==> config.mk <==
export PLATFORM = sky130hd
export DESIGN_NAME = pc_fetch_unit
export DESIGN_NICKNAME = d
export VERILOG_FILES = /design/src/rtl/riscv_core_pkg.sv /design/src/rtl/next_pc_sel.sv /design/src/rtl/pc_fetch_unit.sv
export SDC_FILE = /design/constraint.sdc
export NUM_CORES = 1
export LEC_CHECK = 0
export CELL_PAD_IN_SITES_DETAIL_PLACEMENT = 2
export CELL_PAD_IN_SITES_GLOBAL_PLACEMENT = 2
export CORE_MARGIN = 4
export CORE_UTILIZATION = 27
export CTS_BUF_LIST = sky130_fd_sc_hd__clkbuf_2
export CTS_CLUSTER_DIAMETER = 60
export CTS_CLUSTER_SIZE = 30
export DETAILED_ROUTE_END_ITERATION = 6
export PLACE_DENSITY = 0.87
export RECOVER_POWER = 50
export SYNTH_ARGS = -nofsm -noshare
export SYNTH_HDL_FRONTEND = slang
export SYNTH_SLANG_ARGS = --single-unit
==> constraint.sdc <==
create_clock -name clk -period 1.86 [get_ports clk]
set_input_delay 0.465 -clock clk [delete_from_list [all_inputs] [get_ports clk]]
set_output_delay 0.465 -clock clk [all_outputs]
set_load 0.05 [all_outputs]
==> src/rtl/riscv_core_pkg.sv <==
// Shared types and encodings for the single-cycle core front end.
package riscv_core_pkg;

    localparam int unsigned XLEN_DEFAULT = 32;
    localparam int unsigned INSTR_W      = 32;
    localparam int unsigned PC_SRC_W     = 2;
    localparam int unsigned PERF_W       = 64;

    localparam logic [PC_SRC_W-1:0] PC_SEQ    = 2'b00;
    localparam logic [PC_SRC_W-1:0] PC_BRANCH = 2'b01;
    localparam logic [PC_SRC_W-1:0] PC_JUMP   = 2'b10;
    localparam logic [PC_SRC_W-1:0] PC_RSVD   = 2'b11;

    localparam logic [INSTR_W-1:0] NOP_INSTR = 32'h0000_0013;

    typedef enum logic [1:0] {
        FETCH = 2'd0,
        HOLD  = 2'd1,
        TRAP  = 2'd2
    } fetch_state_t;

endpackage

==> src/rtl/next_pc_sel.sv <==
// Combinational next-PC mux from pc_src and execute results; flags word-misaligned targets.
module next_pc_sel
    import riscv_core_pkg::*;
#(
    parameter int unsigned XLEN = XLEN_DEFAULT
) (
    input  logic [PC_SRC_W-1:0] pc_src_i,
    input  logic                branch_taken_i,
    input  logic [XLEN-1:0]     branch_target_i,
    input  logic [XLEN-1:0]     jump_target_i,
    input  logic [XLEN-1:0]     instr_pc_plus4_i,
    output logic [XLEN-1:0]     next_pc_c_o,
    output logic                misaligned_c_o
);

    always_comb begin
        next_pc_c_o = instr_pc_plus4_i;
        case (pc_src_i)
            PC_SEQ:    next_pc_c_o = instr_pc_plus4_i;
            PC_BRANCH: if (branch_taken_i) next_pc_c_o = branch_target_i;
            // JALR semantics: target LSB is cleared before use
            PC_JUMP:   next_pc_c_o = jump_target_i & ~XLEN'(1);
            PC_RSVD:   next_pc_c_o = instr_pc_plus4_i;
            default:   next_pc_c_o = instr_pc_plus4_i;
        endcase
    end

    assign misaligned_c_o = next_pc_c_o[1];

endmodule

==> src/rtl/pc_fetch_unit.sv <==
// PC holder and instruction fetch front end with sticky misaligned-target trap.
// Optional PC_FETCH_PERF_COUNTERS_EN adds cycle_count and instret_count outputs.
module pc_fetch_unit
    import riscv_core_pkg::*;
#(
    parameter int unsigned     XLEN     = XLEN_DEFAULT,
    parameter logic [XLEN-1:0] RESET_PC = '0
) (
    input  logic                clk,
    input  logic                rst_n,
    output logic                imem_req,
    output logic [XLEN-1:0]     imem_addr,
    input  logic                imem_ready,
    input  logic [INSTR_W-1:0]  imem_rdata,
    output logic [INSTR_W-1:0]  instr,
    output logic [XLEN-1:0]     instr_pc,
    output logic [XLEN-1:0]     instr_pc_plus4,
    output logic                instr_valid,
    input  logic                instr_ack,
    input  logic [PC_SRC_W-1:0] pc_src,
    input  logic                branch_taken,
    input  logic [XLEN-1:0]     branch_target,
    input  logic [XLEN-1:0]     jump_target,
    input  logic                stall,
    output logic                trap,
    output logic [XLEN-1:0]     trap_pc
`ifdef PC_FETCH_PERF_COUNTERS_EN
    ,
    output logic [PERF_W-1:0]   cycle_count,
    output logic [PERF_W-1:0]   instret_count
`endif
);

    fetch_state_t        state_q, state_d;
    logic [XLEN-1:0]     pc_q, pc_d;
    logic                req_q, req_d;
    logic [INSTR_W-1:0]  instr_q, instr_d;
    logic [XLEN-1:0]     instr_pc_q, instr_pc_d;
    logic [XLEN-1:0]     instr_pc_plus4_q, instr_pc_plus4_d;
    logic                valid_q, valid_d;
    logic                trap_q, trap_d;
    logic [XLEN-1:0]     trap_pc_q, trap_pc_d;

    logic [XLEN-1:0]     next_pc_c;
    logic                misaligned_c;
    logic                ack_accept_c;

    next_pc_sel #(
        .XLEN (XLEN)
    ) u_next_pc_sel (
        .pc_src_i         (pc_src),
        .branch_taken_i   (branch_taken),
        .branch_target_i  (branch_target),
        .jump_target_i    (jump_target),
        .instr_pc_plus4_i (instr_pc_plus4_q),
        .next_pc_c_o      (next_pc_c),
        .misaligned_c_o   (misaligned_c)
    );

    assign ack_accept_c = (state_q == HOLD) && instr_ack && !stall;

    // Next-state and registered-output computation
    always_comb begin
        state_d          = state_q;
        pc_d             = pc_q;
        req_d            = req_q;
        instr_d          = instr_q;
        instr_pc_d       = instr_pc_q;
        instr_pc_plus4_d = instr_pc_plus4_q;
        valid_d          = valid_q;
        trap_d           = trap_q;
        trap_pc_d        = trap_pc_q;

        case (state_q)
            FETCH: begin
                valid_d = 1'b0;
                if (req_q) begin
                    // An outstanding request is held stable until the memory accepts it
                    if (imem_ready) begin
                        instr_d          = imem_rdata;
                        instr_pc_d       = pc_q;
                        instr_pc_plus4_d = pc_q + XLEN'(4);
                        valid_d          = 1'b1;
                        req_d            = 1'b0;
                        state_d          = HOLD;
                    end
                end else begin
                    req_d = !stall;
                end
            end
            HOLD: begin
                if (ack_accept_c) begin
                    valid_d = 1'b0;
                    if (misaligned_c) begin
                        trap_d    = 1'b1;
                        trap_pc_d = instr_pc_q;
                        req_d     = 1'b0;
                        state_d   = TRAP;
                    end else begin
                        pc_d    = next_pc_c;
                        req_d   = 1'b1;
                        state_d = FETCH;
                    end
                end
            end
            TRAP: begin
                req_d   = 1'b0;
                valid_d = 1'b0;
                trap_d  = 1'b1;
            end
            default: begin
                req_d   = 1'b0;
                valid_d = 1'b0;
                trap_d  = 1'b1;
                state_d = TRAP;
            end
        endcase
    end

    always_ff @(posedge clk or negedge rst_n) begin
        if (!rst_n) begin
            state_q          <= FETCH;
            pc_q             <= RESET_PC;
            req_q            <= 1'b0;
            instr_q          <= NOP_INSTR;
            instr_pc_q       <= RESET_PC;
            instr_pc_plus4_q <= RESET_PC + XLEN'(4);
            valid_q          <= 1'b0;
            trap_q           <= 1'b0;
            trap_pc_q        <= '0;
        end else begin
            state_q          <= state_d;
            pc_q             <= pc_d;
            req_q            <= req_d;
            instr_q          <= instr_d;
            instr_pc_q       <= instr_pc_d;
            instr_pc_plus4_q <= instr_pc_plus4_d;
            valid_q          <= valid_d;
            trap_q           <= trap_d;
            trap_pc_q        <= trap_pc_d;
        end
    end

    assign imem_req       = req_q;
    assign imem_addr      = pc_q;
    assign instr          = instr_q;
    assign instr_pc       = instr_pc_q;
    assign instr_pc_plus4 = instr_pc_plus4_q;
    assign instr_valid    = valid_q;
    assign trap           = trap_q;
    assign trap_pc        = trap_pc_q;

`ifdef PC_FETCH_PERF_COUNTERS_EN
    logic [PERF_W-1:0] cycle_q, cycle_d;
    logic [PERF_W-1:0] instret_q, instret_d;
    logic              retire_c;

    // Trapping acks never retire
    assign retire_c  = ack_accept_c && !misaligned_c;
    assign cycle_d   = cycle_q + PERF_W'(1);
    assign instret_d = instret_q + PERF_W'(retire_c);

    always_ff @(posedge clk or negedge rst_n) begin
        if (!rst_n) begin
            cycle_q   <= '0;
            instret_q <= '0;
        end else begin
            cycle_q   <= cycle_d;
            instret_q <= instret_d;
        end
    end

    assign cycle_count   = cycle_q;
    assign instret_count = instret_q;
`endif

endmodule
Word-level counts from Yosys, hierarchy flattened

Cells that the tools add are included.

Flip-flop bits (word level): 162
Input port bits: 104
Output and inout port bits: 163
Word-level logic and storage cells: 52

Add/sub/neg operators: 1
Equality and inequality tests: 9
Multiplexer cells: 19
Bitwise gates (word level): 3
Reduce and logical (&&, ||, !) cells: 11

Operators with widths:

| kind                  | number |
|---|---|
| $pmux 32 s3           | 1 |
| $add 32x3->32 const B | 1 |
| $mux 32               | 1 |
| $reduce_and 3->1      | 4 |
| $mux 1                | 9 |
| $mux 2                | 4 |
| $ne 2x2->1 const B    | 4 |
| $eq 2x2->1 const B    | 3 |
| $pmux 1 s2            | 3 |
| $pmux 2 s3            | 1 |
| $eq 2x1->1 const B    | 2 |
| $logic_not 2->1       | 2 |
| $reduce_and 4->1      | 1 |
| $not 1->1             | 3 |
| $logic_and 1x1->1     | 2 |
| $reduce_or 2->1       | 1 |
| $logic_not 1->1       | 1 |

Logic depth before layout (Yosys ltp)

Gate-level depths: netlist of the first run.

Word-level depth: 6
Gate-level depth with buffers: 8
Mapped depth without buffers: 7

Modules after synthesis

From an unflattened synthesis of the first run, not the netlist that was laid out.

Cells, all modules: 744
Area total of the unflattened synthesis: 7631.1 um2

Modules (own cells, without submodules):

| module        | times used | cells an instance | area an instance (um2) | sequential area each (um2) |
|---|---|---|---|---|
| pc_fetch_unit | 1          | 624               | 6672.6                 | 4083.9 |
| next_pc_sel   | 1          | 120               | 958.4                  | 0.0 |

Worst setup path before layout of the first run

OpenSTA, ideal clock, no wires.

Path type: reg2reg
Start point: reg pc_q[2] (netlist: imem_addr[2])
End point: reg instr_pc_plus4_q[16] (netlist: instr_pc_plus4[16])
Setup time: 83 ps
Arrival: 1956 ps
Data required time: 1777 ps
Setup slack: -179 ps
Cell stages (with the launch flop): 7
Buffers on the path: 0
Clock period less this slack: 2039 ps
Cell sequence: dfrtp_1 -> ha_1 -> nand4_1 -> nor3_2 -> nand4_1 -> xor2_1 -> o21ai_0

Word-level cells in the longest chain between the ends: 1

Ends and longest elaborated chain:

| what                   | line                 | source |
|---|---|---|
| start, declared        | pc_fetch_unit.sv:35  | `logic [XLEN-1:0] pc_q, pc_d;` |
| start signal, assigned | pc_fetch_unit.sv:133 | `pc_q <= pc_d;` |
| $add 32x3->32          | pc_fetch_unit.sv:82  | `instr_pc_plus4_d = pc_q + XLEN'(4);` |
| end signal, assigned   | pc_fetch_unit.sv:127 | `instr_pc_plus4_q <= RESET_PC + XLEN'(4);` |
| end signal, assigned   | pc_fetch_unit.sv:137 | `instr_pc_plus4_q <= instr_pc_plus4_d;` |
| end, declared          | pc_fetch_unit.sv:39  | `logic [XLEN-1:0] instr_pc_plus4_q, instr_pc_plus4_d;` |

No other way between the ends.
A chain may end at the register's enable or synchronous reset.

Worst setup path after layout of the first run

Start point: reg pc_q[17] (netlist: imem_addr[17])
End point: out imem_addr[17]

RTL lines:

| what          | line                | source |
|---|---|---|
| end, declared | pc_fetch_unit.sv:12 | `output logic [XLEN-1:0] imem_addr,` |

No word-level cell between the ends.

==> flow_metrics.env, run 1 <==
export IMPL_outcome="finished, violations left"
export IMPL_failed_checks="negative setup slack"
export IMPL_die_area_um2=29900
export IMPL_finalCritPeriodShare=1.10
export IMPL_area_growth_synth_to_final_pct=74.2
export IMPL_cp_arrival_ps=1590
export IMPL_clk_pin_slew_ps=340
export IMPL_vias_per_cell=5.10
export IMPL_layoutNonFillerInstCount=1539
export IMPL_drt_wl_total_um=40200
export IMPL_yosysSeqAreaShare=0.547
export IMPL_start_kind="flop"
export IMPL_final_setup_tns_ps=-3620
export IMPL_numCtsBuffers=17
export IMPL_slew_headroom=0.235
export IMPL_clockBufferDepth=2
export IMPL_drv_slew=0
export IMPL_async_flop_share=1.00
export IMPL_syn_instance_count=727
export IMPL_globalplace_congestion=0.768
export IMPL_synth_top_flop_cell="dfrtp_1"
export IMPL_place_inst=1339
export IMPL_yosysTopAreaCellShare=0.533
export IMPL_maxCapViolations=0
export IMPL_drive_above_1_share=0.420
export IMPL_grt_pass1_vias=8761
export IMPL_fmax_mhz=487
export IMPL_fin_crit_ps=2050
export IMPL_p_switching_mw=12.5
export IMPL_pwr_share_comb=0.651
export IMPL_ant_nets=0
export IMPL_synth_edff_count=0
export IMPL_cp_end_kind="primary output"
export IMPL_drtIter0Drc=542
export IMPL_crit_fanout=2
export IMPL_tightest_slew_ps=1150
export IMPL_ys_types=38
export IMPL_hold_path_class="input pin to flop"
export IMPL_initial_core_util=0.274
export IMPL_die_h_um=173
export IMPL_crit_required_ps=1390
export IMPL_p_clk_frac=0.088
export IMPL_powerDensity_nw_per_um2=1930
export IMPL_first_pass_iters=5
export IMPL_rsz0062_at_grt="true"
export IMPL_synth_warnings=0
export IMPL_drc=0
export IMPL_switching_share=0.507
export IMPL_die_w_um=173
export IMPL_pin_count=267
export IMPL_cts_max_level=4
export IMPL_clkLatencyLatePin_ps=790
export IMPL_cts_root_buffer="clkbuf_2"
export IMPL_cts_tree="yes"
export IMPL_yosys_area_top_type="dfrtp_1"
export IMPL_clock_sinks=160
export IMPL_hpwl_um=21700
export IMPL_grt_usage=0.243
export IMPL_synth_area_um2=7330
export IMPL_ir_drop_mv=0.882
export IMPL_ys_seq_elements=160
export IMPL_finalSetupViolCount=78
export IMPL_io_buffers=261
export IMPL_coreArea_um2=26800
export IMPL_final_nets=1289
export IMPL_total_power_mw=24.7
export IMPL_grt_ovfl_total=0
export IMPL_clock_skew_ps=79.2
export IMPL_grt_pass1_wl_um=56600
export IMPL_postSynthAreaPerCell_um2=10.1
export IMPL_hold_viol=0
export IMPL_power_leakage_nw=6.39
export IMPL_route_detailed_wl_per_inst_um=26.1
export IMPL_fin_ws_ps=-192
export IMPL_internal_power_mw=12.2
export IMPL_fp_row_count=60
export IMPL_synth_area_leaders="dfrtp_1 (53%), nand2_1 (12%), mux2_2 (4.9%), mux2i_1 (4.0%), a221oi_1 (3.5%)"
export IMPL_p_seq_frac=0.261
export IMPL_vias=7848
export IMPL_grt_max_degree=65
export IMPL_antenna_found_initial=5
export IMPL_setup_worst_path_class="flop to primary output"
[flip-flops by register name, indices dropped and copies added, names as in the netlist]
name            cells
instr              32
imem_addr          31
instr_pc           31
trap_pc            31
instr_pc_plus4     30
state_q             2
imem_req            1
instr_valid         1
trap                1
[power groups by stage]
stage | Sequential, mW | Combinational [mW] | Clock [mW]
2_1_floorplan | 11.0 | 2.23 | 0
5_1_grt | 6.57 | 16.7 | 2.42
3_5_place_dp | 6.46 | 11.7 | 0
6_report | 6.43 | 16.1 | 2.18
4_1_cts | 6.26 | 14.7 | 2.14
3_3_place_gp | 6.36 | 11.3 | 0
[cells by family after synthesis]
family	count (synthesis)	share of synthesized area
compound gates	129	0.125
xor+xnor	28	0.0335
fa+ha+maj	3	0.00512
buf+inv	61	0.0365
flops	160	0.547
mux	61	0.0888
other cells	1	0.000512
simple gates	284	0.163
[worst paths after layout]
path,from,endpoint,slack (ps),depth (start not counted)
max,imem_addr[17],imem_addr[17],-190,2
max reg2reg,imem_addr[2],instr_pc_plus4[18],-20,9
min,imem_rdata[1],instr[1],190,3
min reg2reg,instr[1],instr[1],520,2
min in group asynchronous,rst_n,imem_addr[26],450,2
max in group asynchronous,rst_n,imem_addr[19],180,3
[repair_timing]
action | 4_1_cts | 5_1_grt
gates resized for setup | 185 | 30
hold buffers | 1 | 0
pin swaps | 1 | 15
setup buffers | 113 | 57
endpoints found under the setup margin | 159 | 231
endpoints found under the hold margin | 152 | 0
[cell usage in the layout, fill, tap and decap left out, types with 6 or more instances in the layout]
master,instances
nand2_1,233
buf_4,186
buf_6,155
dfrtp_1,130
clkdlybuf4s50_1,100
mux2_2,32
a21o_1,30
mux2i_1,29
a221oi_1,29
dfrtp_2,26
a211oi_1,25
o21ai_0,23
buf_12,23
xor2_1,21
clkbuf_2,21
buf_8,13
nand3_1,11
nand4_1,11
o21ai_1,10
xnor2_1,7
inv_1,6
[through the flow]
step	instance area (um^2)	setup slack [ps]	hold WS, ps	utilization
after floorplan	7360	1.71	169	-
after global placement	10600	-501	427	0.394
after detailed placement	10600	-533	425	0.394
after CTS	12300	-177	101	0.459
after global routing	12800	-332	74.1	0.477
final	12800	-192	188	0.477
[synthesized netlist by cell type (2+ instances only)]
cell type    n
a211oi_1    29
a21o_1      30
a21oi_1      3
a221oi_1    29
and3_1       3
buf_1        2
buf_2       16
buf_4        5
clkbuf_1    32
dfrtp_1    156
dfstp_2      4
ha_1         3
inv_1        6
mux2_2      32
mux2i_1     29
nand2_1    234
nand3_1     14
nand3b_1     2
nand4_1     11
nor2_1       5
nor2b_1      2
nor3_1       4
o21ai_0     27
o21ai_1      6
o21ai_2      3
or3_1        2
xnor2_1      7
xor2_1      21
[layer usage]
metal	GRT usage	wire, um	up-vias	part of all wire
met5	0	34	-	0.00085
met4	0.0635	1090	4	0.027
met3	0.0617	2200	82	0.055
met2	0.445	21200	309	0.53
met1	0.283	15600	4057	0.39
li1	-	-	3396	-
[worst max-delay path: stages (launching register included)]
cell and delay (ps):
dfrtp_1 510, buf_6 150, buf_8 140
[layout make-up]
cell class | count | area, um^2
repair buffers | 488 | 4860
multi-input cells | 509 | 3170
flip-flops and latches | 160 | 4040
clock inverters | 14 | 158
clock buffers | 18 | 90.1
well taps | 341 | 427
inverters | 6 | 22.5
diodes | 3 | 7.51
fillers | 2725 | 14000
No activity file was read; power rests on OpenSTA's default activity.
==> inputs of run 2 (changes only) <==
--- a/config.mk
+++ b/config.mk
@@ -5,15 +5,16 @@
 export SDC_FILE = /design/constraint.sdc
 export NUM_CORES = 1
 export LEC_CHECK = 0
-export CELL_PAD_IN_SITES_DETAIL_PLACEMENT = 2
-export CELL_PAD_IN_SITES_GLOBAL_PLACEMENT = 2
+export CAP_MARGIN = 20
+export CELL_PAD_IN_SITES_DETAIL_PLACEMENT = 1
+export CELL_PAD_IN_SITES_GLOBAL_PLACEMENT = 1
 export CORE_MARGIN = 4
-export CORE_UTILIZATION = 27
+export CORE_UTILIZATION = 34
 export CTS_BUF_LIST = sky130_fd_sc_hd__clkbuf_2
 export CTS_CLUSTER_DIAMETER = 60
 export CTS_CLUSTER_SIZE = 30
 export DETAILED_ROUTE_END_ITERATION = 6
-export PLACE_DENSITY = 0.87
+export PLACE_DENSITY = 0.88
 export RECOVER_POWER = 50
 export SYNTH_ARGS = -nofsm -noshare
 export SYNTH_HDL_FRONTEND = slang
==> run 2 against run 1 <==
Compared with the run above: the run still ends with negative setup slack left; sequential share of layout area decreased by 0.28 points; total power increased by 0.91%; maximum frequency decreased by 2.5%; final cell count decreased by 4.3%; hold slack got worse by 44 ps; die area decreased by 20%; combinational power about the same; design area increased by 0.96%; sequential cell count unchanged; count of clock-buffer cells in the layout decreased by 1; routed wire length decreased by 3.7%; critical path type unchanged; largest cell class unchanged.
==> flow_metrics.env, run 2 (synthesized netlist as in run 1, its figures left out) <==
export IMPL_pin_count=267
export IMPL_p_seq_frac=0.263
export IMPL_drv_slew=0
export IMPL_layout_common_cells="nand2_1 (231), buf_4 (179), buf_6 (160), dfrtp_1 (128), clkdlybuf4s50_1 (100)"
export IMPL_grt_pass1_vias=8629
export IMPL_vias_per_cell=5.51
export IMPL_failed_checks="negative setup slack"
export IMPL_clock_sinks=160
export IMPL_grt_pass1_wl_um=52800
export IMPL_final_setup_tns_ps=-11330
export IMPL_clockBufferDepth=2
export IMPL_grt_usage=0.288
export IMPL_maxCapViolations=0
export IMPL_total_power_mw=24.9
export IMPL_drc=0
export IMPL_path_buf_inv=2
export IMPL_clkLatencyLatePin_ps=860
export IMPL_crit_required_ps=1390
export IMPL_ff_latch_area_um2=4040
export IMPL_fmax_mhz=475
export IMPL_fin_ws_ps=-245
export IMPL_met2WireLength_um=19500
export IMPL_initial_core_util=0.348
export IMPL_die_area_um2=24000
export IMPL_path_delay_family="flip-flops"
export IMPL_ant_nets=0
export IMPL_globalplace_congestion=0.790
export IMPL_drt_wl_total_um=38700
export IMPL_highest_layer="met5"
export IMPL_cts_tree="yes"
export IMPL_hold_path_class="input pin to flop"
export IMPL_crit_fanout=2
export IMPL_power_leakage_nw=6.47
export IMPL_hold_viol=0
export IMPL_cts_root_buffer="clkbuf_2"
export IMPL_vias=8119
export IMPL_crit_path_top_delay_cell="dfrtp_2"
export IMPL_drtIter0Drc=511
export IMPL_outcome="finished, violations left"
export IMPL_antenna_found_initial=4
export IMPL_fp_row_count=53
export IMPL_finalCritPeriodShare=1.13
export IMPL_path_cells="buf_6 -> buf_8"
export IMPL_fin_crit_ps=2100
export IMPL_p_switching_mw=12.7
export IMPL_slew_headroom=0.379
export IMPL_place_area_um2=10500
export IMPL_io_buffers=261
export IMPL_grt_ovfl_total=0
export IMPL_fillers=2248
export IMPL_p_clk_frac=0.083
export IMPL_cts_max_level=4
export IMPL_design_area_um2=12900
export IMPL_coreArea_um2=21100
export IMPL_finalSetupViolCount=162
export IMPL_slowest_delay_ps=500
export IMPL_tightest_slew_ps=932
export IMPL_die_w_um=155
export IMPL_preCtsSetupSlack_ps=-522
export IMPL_clk_pin_slew_ps=390
export IMPL_final_nets=1290
export IMPL_rsz0062_at_grt="true"
export IMPL_clock_skew_ps=104
export IMPL_route_detailed_wl_per_inst_um=26.3
export IMPL_regToRegSetupSlack_ps=-80
export IMPL_multi_input_area_um2=3230
export IMPL_grt_max_degree=54
export IMPL_cp_arrival_ps=1640
export IMPL_die_h_um=155
export IMPL_final_util=0.612
export IMPL_first_pass_iters=5
export IMPL_powerDensity_nw_per_um2=1930
export IMPL_drive_above_1_share=0.430
export IMPL_wl_met3_um=3020
export IMPL_pwr_share_comb=0.654
export IMPL_hpwl_um=20300
export IMPL_switching_share=0.512
export IMPL_start_kind="flop"
export IMPL_ir_drop_mv=0.935
export IMPL_largest_reg_flops=32
export IMPL_internal_power_mw=12.2
export IMPL_setup_worst_path_class="flop to primary output"
export IMPL_cp_end_kind="primary output"
export IMPL_area_growth_synth_to_final_pct=75.9
export IMPL_wl_met1_um=14000
export IMPL_layout_commonest_cell="nand2_1"
export IMPL_numCtsBuffers=17
==> run 2: per-layer routing <==
metal,vias to the layer above,GRT usage
met1,4090,0.339
met2,484,0.506
met5,-,0
li1,3398,-
met3,143,0.0750
met4,4,0.102
==> run 2: timing repair <==
item / in CTS / in global routing
setup buffers: 118 / 65
hold buffers: 1 / 0
setup endpoints to repair: 159 / 212
pin swaps: 0 / 19
resized for setup: 183 / 61
endpoints found under the hold margin: 159 / 0
==> run 2: area by class of cell <==
class                           count  area share
Clock buffer                       17     0.00660
Inverter                            6     0.00175
Clock inverter                     15      0.0113
Antenna cell                        2    0.000388
Multi-Input combinational cell    509       0.250
Tap cell                          275      0.0267
Timing Repair Buffer              489       0.389
Sequential cell                   160       0.314
==> run 2: worst reg2reg max path: stages (launching register included) <==
cell and delay (ps):
dfrtp_2 470, buf_4 130, buf_4 100, nand4_1 170, nor4_2 350, buf_4 210
nand4_1 140, xor2_1 180, o21ai_2 60
==> run 2: metrics by stage <==
step                      cells  hold slack (ps)
after floorplan             730              169
after global placement     1263              388
after detailed placement   1263              393
after CTS                  1409              103
after global routing       1473             68.7
final                      1473              144
==> run 2: power by group through the flow <==
stage / clock network [mW] / logic [mW] / registers [mW]
floorplan: 0 / 2.23 / 11.0
global placement: 0 / 11.4 / 6.35
detailed placement: 0 / 11.8 / 6.46
CTS: 1.99 / 14.7 / 6.33
global route: 2.23 / 16.9 / 6.67
finish: 2.06 / 16.3 / 6.54
==> run 2: worst paths after layout <==
kind                               start                 end  depth (start not counted)
min in group asynchronous          rst_n           instr[12]                          2
min reg2reg                     instr[0]            instr[0]                          2
min                        imem_rdata[0]            instr[0]                          3
max in group asynchronous          rst_n        imem_addr[3]                          3
max reg2reg                imem_addr[19]  instr_pc_plus4[31]                          8
max                        imem_addr[14]       imem_addr[14]                          2
==> inputs of run 3 (changes only) <==
--- a/config.mk
+++ b/config.mk
@@ -15,7 +15,7 @@
 export CTS_CLUSTER_SIZE = 30
 export DETAILED_ROUTE_END_ITERATION = 6
 export PLACE_DENSITY = 0.88
-export RECOVER_POWER = 50
+export RECOVER_POWER = 100
 export SYNTH_ARGS = -nofsm -noshare
 export SYNTH_HDL_FRONTEND = slang
 export SYNTH_SLANG_ARGS = --single-unit
==> run 3 against run 2 <==
Compared with the run above: the flow still finishes with violations (negative setup slack); first-iteration DRC count up 0.20%; highest routed layer unchanged; total power barely moved; clock skew about the same; largest power group unchanged.
==> flow_metrics.env, run 3 (synthesized netlist as in run 1, its figures left out) <==
export IMPL_drc=0
export IMPL_die_w_um=155
export IMPL_p_seq_frac=0.263
export IMPL_regToRegSetupSlack_ps=-230
export IMPL_ir_drop_mv=0.935
export IMPL_pin_count=267
export IMPL_place_inst=1263
export IMPL_clkLatencyLatePin_ps=860
export IMPL_hold_viol=0
export IMPL_holdPathEnd="instr[0]"
export IMPL_fillers=2256
export IMPL_globalplace_congestion=0.790
export IMPL_pwr_share_comb=0.654
export IMPL_fp_row_count=53
export IMPL_first_pass_iters=5
export IMPL_layoutNonFillerInstCount=1473
export IMPL_grt_max_degree=54
export IMPL_internal_power_mw=12.1
export IMPL_layout_commonest_cell="nand2_1"
export IMPL_setup_worst_path_class="flop to primary output"
export IMPL_finalCritPeriodShare=1.13
export IMPL_drtIter0Drc=512
export IMPL_switching_share=0.513
export IMPL_cts_max_level=4
export IMPL_crit_required_ps=1390
export IMPL_clock_skew_ps=104
export IMPL_rr_endpoint="instr_pc_plus4[5]"
export IMPL_crit_fanout=2
export IMPL_vias_per_cell=5.52
export IMPL_cts_root_buffer="clkbuf_2"
export IMPL_ant_nets=0
export IMPL_hold_path_class="input pin to flop"
export IMPL_maxCapViolations=0
export IMPL_fmax_mhz=476
export IMPL_clock_sinks=160
export IMPL_layout_common_cells="nand2_1 (231), buf_4 (178), buf_6 (161), dfrtp_1 (129), clkdlybuf4s50_1 (100)"
export IMPL_finalSetupViolCount=251
export IMPL_numCtsBuffers=17
export IMPL_route_detailed_wl_per_inst_um=26.4
export IMPL_outcome="finished, violations left"
export IMPL_drt_wl_total_um=38900
export IMPL_cts_tree="yes"
export IMPL_holdCritStartpoint="imem_rdata[0]"
export IMPL_start_kind="flop"
export IMPL_vias=8132
export IMPL_grt_pass1_vias=8629
export IMPL_reg2regPathDepth=7
export IMPL_grt_ovfl_total=0
export IMPL_area_growth_synth_to_final_pct=75.0
export IMPL_holdPathStages=3
export IMPL_drv_slew=0
export IMPL_cp_arrival_ps=1640
export IMPL_fin_crit_ps=2100
export IMPL_tightest_slew_ps=932
export IMPL_cp_end_kind="primary output"
export IMPL_clk_pin_slew_ps=380
export IMPL_hpwl_um=20300
export IMPL_final_setup_tns_ps=-20340
export IMPL_die_area_um2=24000
export IMPL_grt_pass1_wl_um=52800
export IMPL_failed_checks="negative setup slack"
export IMPL_initial_core_util=0.348
export IMPL_place_area_um2=10500
export IMPL_final_nets=1290
export IMPL_die_h_um=155
export IMPL_antenna_found_initial=4
export IMPL_powerDensity_nw_per_um2=1940
export IMPL_clockBufferDepth=2
export IMPL_design_area_um2=12800
export IMPL_rsz0062_at_grt="true"
export IMPL_power_leakage_nw=6.45
export IMPL_p_clk_frac=0.083
export IMPL_grt_usage=0.288
export IMPL_largest_reg_flops=32
export IMPL_coreArea_um2=21100
export IMPL_r2r_start="imem_req"
export IMPL_drive_above_1_share=0.426
export IMPL_fin_ws_ps=-241
export IMPL_p_switching_mw=12.8
export IMPL_slew_headroom=0.379
export IMPL_io_buffers=261
[run 3: layer usage]
layer	global-route usage	share of wire
met1	0.339	0.37
met2	0.506	0.50
met3	0.0750	0.074
met4	0.102	0.053
met5	0	0.00087
[run 3: what timing repair did]
item,4_1_cts,5_1_grt
pin swaps,0,19
buffers inserted,118,65
hold buffers,1,0
endpoints found under the setup margin,159,212
endpoints found under the hold margin,159,0
resized for setup,183,61
[run 3: final cells by class]
| cell class | instances | area [um^2] | area share |
|---|---|---|---|
| flip-flops and latches | 160 | 4040 | 0.315 |
| diodes | 2 | 5.00 | 0.000390 |
| well taps | 275 | 344 | 0.0268 |
| inverters | 6 | 22.5 | 0.00176 |
| multi-input cells | 509 | 3220 | 0.251 |
| clock inverters | 15 | 145 | 0.0113 |
| repair buffers | 489 | 4970 | 0.387 |
| clock buffers | 17 | 85.1 | 0.00663 |
[run 3: worst max path at each step]
stage	start	end	slack, ps	cells past startpoint
after CTS	imem_addr[17]	imem_addr[17]	-170	2
final	imem_addr[14]	imem_addr[14]	-240	2
after floorplan	imem_addr[6]	instr_pc_plus4[25]	2	5
after global routing	imem_addr[14]	imem_addr[14]	-330	2
after detailed placement	pc_src[1]	trap_pc[15]	-520	7
after global placement	pc_src[1]	trap_pc[22]	-490	7
[run 3: worst max-delay path: stages, from the launching register on]
cell	delay, ps
dfrtp_2	500
buf_6	130
buf_8	140
[run 3: power by group through the flow]
stage	logic, mW	clock network [mW]	registers, mW
after floorplan	2.23	0	11.0
after global placement	11.4	0	6.35
after detailed placement	11.8	0	6.46
after CTS	14.7	1.99	6.33
after global routing	16.9	2.23	6.67
final	16.3	2.06	6.54
[run 3: per-stage QoR]
stage          utilization  hold WS [ps]  worst slack (ps)  power [mW]
6_report             0.608           147              -241        24.9
5_1_grt              0.608          68.7              -325        25.8
4_1_cts              0.579           103              -167        23.1
3_5_place_dp         0.496           393              -522        18.2
3_3_place_gp         0.496           388              -489        17.8
2_1_floorplan            -           169              1.71        13.2
